### config.mk
export PLATFORM = sky130hd
export DESIGN_NAME = mouse_tracker
export DESIGN_NICKNAME = d
export VERILOG_FILES = /design/src/rtl/mouse_pkg.sv /design/src/rtl/mouse_axis_clamp.sv /design/src/rtl/mouse_tracker.sv
export SDC_FILE = /design/constraint.sdc
export NUM_CORES = 1
export LEC_CHECK = 0
export BUFFER_PORTS_ARGS = -buffer_cell sky130_fd_sc_hd__buf_2
export CAP_MARGIN = 0
export CELL_PAD_IN_SITES_DETAIL_PLACEMENT = 0
export CELL_PAD_IN_SITES_GLOBAL_PLACEMENT = 1
export CORE_MARGIN = 3
export CORE_UTILIZATION = 25
export DETAILED_ROUTE_END_ITERATION = 8
export PLACE_DENSITY_LB_ADDON = 0.12
export SYNTH_ARGS = -nofsm -noshare
export SYNTH_HDL_FRONTEND = slang
export SYNTH_HIERARCHICAL = 1
export SYNTH_SLANG_ARGS = --single-unit
### constraint.sdc
create_clock -name clk -period 7.78 [get_ports clk]
set_input_delay 2.334 -clock clk [delete_from_list [all_inputs] [get_ports clk]]
set_output_delay 2.334 -clock clk [all_outputs]
set_load 0.05 [all_outputs]
### src/rtl/mouse_pkg.sv
// Shared constants for the PS/2 mouse tracker: status bit positions,
// FSM state encoding and default screen geometry.
package mouse_pkg;

  localparam int LEFT   = 0;
  localparam int RIGHT  = 1;
  localparam int MIDDLE = 2;
  localparam int SYNC   = 3;
  localparam int XSIGN  = 4;
  localparam int YSIGN  = 5;
  localparam int XOVF   = 6;
  localparam int YOVF   = 7;

  localparam int DEF_SCREEN_W = 640;
  localparam int DEF_SCREEN_H = 480;

  typedef enum logic [1:0] {
    IDLE,
    LATCH,
    APPLY,
    PULSE
  } state_t;

endpackage

### src/rtl/mouse_axis_clamp.sv
// One cursor axis: signed 12-bit position plus signed delta, saturated
// to [0, MAX] so the cursor never wraps off a screen edge.
module mouse_axis_clamp #(
  parameter int W   = 10,
  parameter int MAX = 639
) (
  input  logic signed [11:0] pos,
  input  logic signed [11:0] delta,
  output logic [W-1:0]       result
);

  localparam logic signed [11:0] MAX_S = 12'(MAX);

  logic signed [11:0] sum;

  always_comb begin
    sum = pos + delta;
    if (sum[11])
      result = '0;
    else if (sum > MAX_S)
      result = W'(MAX);
    else
      result = sum[W-1:0];
  end

endmodule

### src/rtl/mouse_tracker.sv
// PS/2 mouse packet tracker: turns receiver packets into a clamped cursor
// position and button levels. Define MOUSE_SYNC_CHECK_EN to drop packets without status[3].
module mouse_tracker
  import mouse_pkg::*;
#(
  parameter int SCREEN_W = DEF_SCREEN_W,
  parameter int SCREEN_H = DEF_SCREEN_H
) (
  input  logic        clk,
  input  logic        reset,
  input  logic [31:0] record,
  input  logic        finished,
  output logic [9:0]  cursor_x,
  output logic [8:0]  cursor_y,
  output logic        btn_left,
  output logic        btn_right,
  output logic        btn_middle,
  output logic        left_click,
  output logic        pkt_valid,
  output logic        pkt_drop
);

  state_t state;
  logic        fin_q;
  logic [23:0] pkt;
  logic        pkt_event;
  logic [7:0]  status;
  logic signed [8:0]  dx, dy;
  logic signed [11:0] x_pos, y_pos, x_delta, y_delta;
  logic [9:0]  x_new;
  logic [8:0]  y_new;
  logic        unused_bits;

  assign pkt_event   = finished & ~fin_q;
  assign status      = pkt[23:16];
  assign unused_bits = ^{record[31:24], status[SYNC]};

  // Overflow replaces the delta with the extreme value of its sign.
  always_comb begin
    dx = {status[XSIGN], pkt[15:8]};
    dy = {status[YSIGN], pkt[7:0]};
    if (status[XOVF]) dx = status[XSIGN] ? 9'sh100 : 9'sh0FF;
    if (status[YOVF]) dy = status[YSIGN] ? 9'sh100 : 9'sh0FF;
  end

  // PS/2 Y is positive upward while row 0 is the top, so Y moves by -dy.
  assign x_pos   = {2'b00, cursor_x};
  assign y_pos   = {3'b000, cursor_y};
  assign x_delta = {{3{dx[8]}}, dx};
  assign y_delta = -{{3{dy[8]}}, dy};

  mouse_axis_clamp #(.W(10), .MAX(SCREEN_W - 1)) u_clamp_x (
    .pos    (x_pos),
    .delta  (x_delta),
    .result (x_new)
  );

  mouse_axis_clamp #(.W(9), .MAX(SCREEN_H - 1)) u_clamp_y (
    .pos    (y_pos),
    .delta  (y_delta),
    .result (y_new)
  );

  always_ff @(posedge clk or posedge reset) begin
    if (reset) begin
      state      <= IDLE;
      fin_q      <= 1'b0;
      pkt        <= '0;
      cursor_x   <= 10'(SCREEN_W / 2);
      cursor_y   <= 9'(SCREEN_H / 2);
      btn_left   <= 1'b0;
      btn_right  <= 1'b0;
      btn_middle <= 1'b0;
      left_click <= 1'b0;
      pkt_valid  <= 1'b0;
      pkt_drop   <= 1'b0;
    end else begin
      fin_q      <= finished;
      left_click <= 1'b0;
      pkt_valid  <= 1'b0;
      pkt_drop   <= pkt_event && (state != IDLE);
      case (state)
        IDLE: begin
          if (pkt_event) begin
            pkt   <= record[23:0];
            state <= LATCH;
          end
        end
        LATCH: begin
`ifdef MOUSE_SYNC_CHECK_EN
          if (!status[SYNC]) begin
            pkt_drop <= 1'b1;
            state    <= IDLE;
          end else begin
            state <= APPLY;
          end
`else
          state <= APPLY;
`endif
        end
        APPLY: begin
          cursor_x   <= x_new;
          cursor_y   <= y_new;
          btn_left   <= status[LEFT];
          btn_right  <= status[RIGHT];
          btn_middle <= status[MIDDLE];
          left_click <= status[LEFT] & ~btn_left;
          pkt_valid  <= 1'b1;
          state      <= PULSE;
        end
        PULSE: state <= IDLE;
        default: state <= IDLE;
      endcase
    end
  end

endmodule

==> flow_summary.rst <==
.. list-table::
   :header-rows: 1

   * - Metric
     - Value
   * - Status
     - finished, final reports clean
   * - Die Ht
     - 127 microns
   * - Sinks on the clock net
     - 51
   * - First-pass GRT wire length
     - approximately 15 mm
   * - Crit path largest cell delay
     - about 730 ps
   * - Final setup TNS
     - 0 ps
   * - Worst EP arrival
     - roughly 4500 ps
   * - First-pass detailed-route iteration total
     - 4
   * - Number of buffers inserted by hold repair at cts
     - 0
   * - Number of global-route vias before repair
     - 2852
   * - Multi-input combinational cell area
     - between 0.002 and 0.0025 sq mm
   * - Violation count after the first detailed-routing iteration
     - 80
   * - IO Count
     - 60
   * - Overflow left after global routing
     - 0
   * - Setup skew after layout
     - 9.35 ps
   * - Number of instances in the synthesized netlist
     - about 340
   * - RSZ-0062 raised after global routing
     - no
   * - Worst reg2reg startpoint
     - pkt[23]$_DFFE_PP0P_
   * - Post-Synthesis Mean Instance Area
     - 10.8 sq um
   * - Clock transition at the registers of the reported paths
     - about 80 ps
   * - Total detailed-routing wirelength
     - 8.83 mm
   * - Most area-hungry cell type in the Yosys netlist
     - sky130_fd_sc_hd__dfrtp_1
   * - Hold path start
     - pkt[15]$_DFFE_PP0P_
   * - CTS root buffer
     - sky130_fd_sc_hd__clkbuf_16
   * - Max cap viols
     - 0
   * - RD Place Congestion
     - around 0.8
   * - Largest net degree at the start of global routing
     - 52
   * - Buffers on Ports
     - 50
   * - Post-CTS setup-driven buffer insertion count
     - 0
   * - Cell with the largest stage delay on the worst path
     - sky130_fd_sc_hd__dfrtp_1
   * - Number of synthesized register bits
     - between 50 and 60
   * - Growth of design area from synthesis to finish
     - 16.7%
   * - FF/Latch Area
     - ~0.0013 sq mm
   * - Count of endpoints failing setup in the final report
     - 0
   * - Biggest fanout along the worst timing path
     - 19
   * - Count of fill cells added during filler insertion
     - between 1000 and 1500
   * - Total GRT Usage
     - 11.7%
   * - Chip width
     - 127 microns
   * - Commonest register cell after synthesis
     - sky130_fd_sc_hd__dfrtp_1
   * - Top cell types by occurrence after synthesis
     - 49 x sky130_fd_sc_hd__mux2_2, 45 x sky130_fd_sc_hd__dfrtp_1, 25 x sky130_fd_sc_hd__ha_1, 18 x sky130_fd_sc_hd__a21oi_1, 16 x sky130_fd_sc_hd__inv_1
   * - Via count
     - approximately 2700
   * - Inserted Clock Buffers
     - 5
   * - Critical path required time
     - approximately 8000 ps
   * - Final count of pins violating max slew
     - 0
   * - Post-DP HPWL
     - 6.64 mm
   * - Total of cells resized after clock tree synthesis
     - 0
   * - Clock tree from TritonCTS
     - built
   * - Sequential cell area fraction in the yosys report
     - 35.2%
   * - Top delay family on crit path
     - compound AO/OA/AOI/OAI gates
   * - Time the worst path needs with I/O delays and setup
     - 4330 ps
   * - Maximum clock frequency
     - 0.231 GHz
   * - Bufs and invs on worst path
     - 0
   * - Final number of hold-violating endpoints
     - 0
   * - Area fraction of the dominant cell type after synthesis
     - 30.8%
   * - Max-Slew Margin vs Limit
     - 53.9%
   * - Slew at the pin with the worst max-slew slack
     - 691 ps
   * - Number of antenna violations at the first check in global routing
     - 0
   * - Kind of path behind the tightest hold check
     - flop to flop
   * - Cell Chain, Critical Path
     - nand2_1 > o21ai_0 > ha_1 > nand2_1 > mux2_2 > o22ai_1 > ha_1 > a21oi_1 > o211ai_2 > a41oi_2 > xor2_1 > o21a_1 > a41oi_1 > mux2_2
   * - Startpoint of the most critical setup path
     - pkt[23]$_DFFE_PP0P_
   * - WL per Instance
     - around 15 microns
   * - Die Outline Area
     - 0.0161 sq mm
   * - Core region area
     - 0.0141 sq mm
   * - Area of the mapped netlist
     - 0.00365 sq mm
   * - Net total in the final layout
     - approximately 450
   * - Layout cell share with drive strength beyond 1
     - between 30% and 40%
   * - Clock H-tree levels
     - 2
   * - Yosys warnings
     - 6
   * - Standard-cell row count
     - 43
   * - Count of flip-flops with a built-in enable after synthesis
     - 0
   * - Ant. Diodes
     - 0
   * - Crit share post-route
     - 55.6%
   * - Bufs on Longest Clock Path
     - 2
   * - Worst setup path class
     - flop to flop
   * - Kind of capture point of the worst setup path
     - flop
   * - Ratio of routed vias to standard cells
     - 4.75
   * - Count of different cell masters after synthesis
     - between 60 and 70
   * - Area contributors post-synth
     - sky130_fd_sc_hd__dfrtp_1 31%, sky130_fd_sc_hd__mux2_2 15%, sky130_fd_sc_hd__ha_1 8.6%, sky130_fd_sc_hd__dfstp_2 4.3%, sky130_fd_sc_hd__xor2_1 2.6%
   * - Sort of element at the start of the critical path
     - flop
   * - Post-detailed-route DRC marker count
     - 0
   * - Count of nets left with antenna violations after detail routing
     - 0
   * - Starting density of the core
     - 25.9%
   * - Cell with the most instances after synthesis
     - sky130_fd_sc_hd__mux2_2
   * - Clk_lat worst skew
     - ~310 ps
   * - Ys async rst share
     - 100%
state kept, by name (all words and copies together), names as in the netlist, 2 cells and up:
register	flops
cursor_x	10
state	2
cursor_y	9
pkt	23
layout make-up:
class / count / share of cell area (%)
sequential: 51 / 30.1
timing repair buffer: 53 / 6.40
inverter: 16 / 1.41
multi-input combinational: 262 / 52.7
clock inverter: 3 / 1.09
clock buffer: 5 / 2.94
tap: 180 / 5.29
per-layer routing:
metal / global-route usage [%] / vias up / share of wire, %
li1: - / 1351 / -
met1: 16.4 / 1305 / 50
met2: 17.4 / 42 / 43
met3: 3.54 / 7 / 5.2
met4: 3.03 / 0 / 1.2
met5: 0 / - / 0
stage by stage:
stage | instances | hold WS (ps) | setup WS (ps) | util [%] | cell area [sq um]
global route | 570 | 531 | 3050 | 30.2 | 4260
finish | 570 | 513 | 3450 | 30.2 | 4260
floorplan | 342 | 474 | 4230 | - | 3670
CTS | 570 | 513 | 3440 | 30.2 | 4260
global placement | 562 | 483 | 3530 | 29.0 | 4090
detailed placement | 562 | 492 | 3480 | 29.0 | 4090
cells by family after synthesis:
logic type,after synthesis,synth area share [%]
AOI/OAI and AO/OA,91,18.8
xor gates and xnor gates,18,4.83
adders and majority gates,27,9.66
buffers and inverters,29,3.70
DFF,51,35.2
muxes,51,15.8
other,1,0.103
and+or+nand+nor,70,11.9
cell usage in the layout (no fill, tap or decap), types with 9 or more instances in the layout:
| cell | n |
|---|---|
| sky130_fd_sc_hd__o21ai_0 | 9 |
| sky130_fd_sc_hd__dfrtp_1 | 45 |
| sky130_fd_sc_hd__xor2_1 | 11 |
| sky130_fd_sc_hd__inv_1 | 15 |
| sky130_fd_sc_hd__ha_1 | 25 |
| sky130_fd_sc_hd__a211oi_1 | 9 |
| sky130_fd_sc_hd__a31oi_1 | 10 |
| sky130_fd_sc_hd__mux2_2 | 49 |
| sky130_fd_sc_hd__a21oi_1 | 18 |
| sky130_fd_sc_hd__o21a_1 | 10 |
| sky130_fd_sc_hd__nor2_1 | 14 |
| sky130_fd_sc_hd__buf_2 | 50 |
| sky130_fd_sc_hd__nand2_1 | 12 |
path summary, 6_finish.rpt:
check,end,cells after the start,slack (ps)
min in group asynchronous,btn_middle$_DFFE_PP0P_,3,2200
worst min register to register,pkt[15]$_DFFE_PP0P_,1,510
worst max-delay path,cursor_y[8]$_DFFE_PP0P_,14,3450
worst min-delay path,pkt[15]$_DFFE_PP0P_,1,510
max in group asynchronous,pkt[12]$_DFFE_PP0P_,3,5110
worst max register to register,cursor_y[8]$_DFFE_PP0P_,14,3450
Power is not shown: default switching activity piles up to over one toggle a cycle in this logic, so the estimate is an artifact.
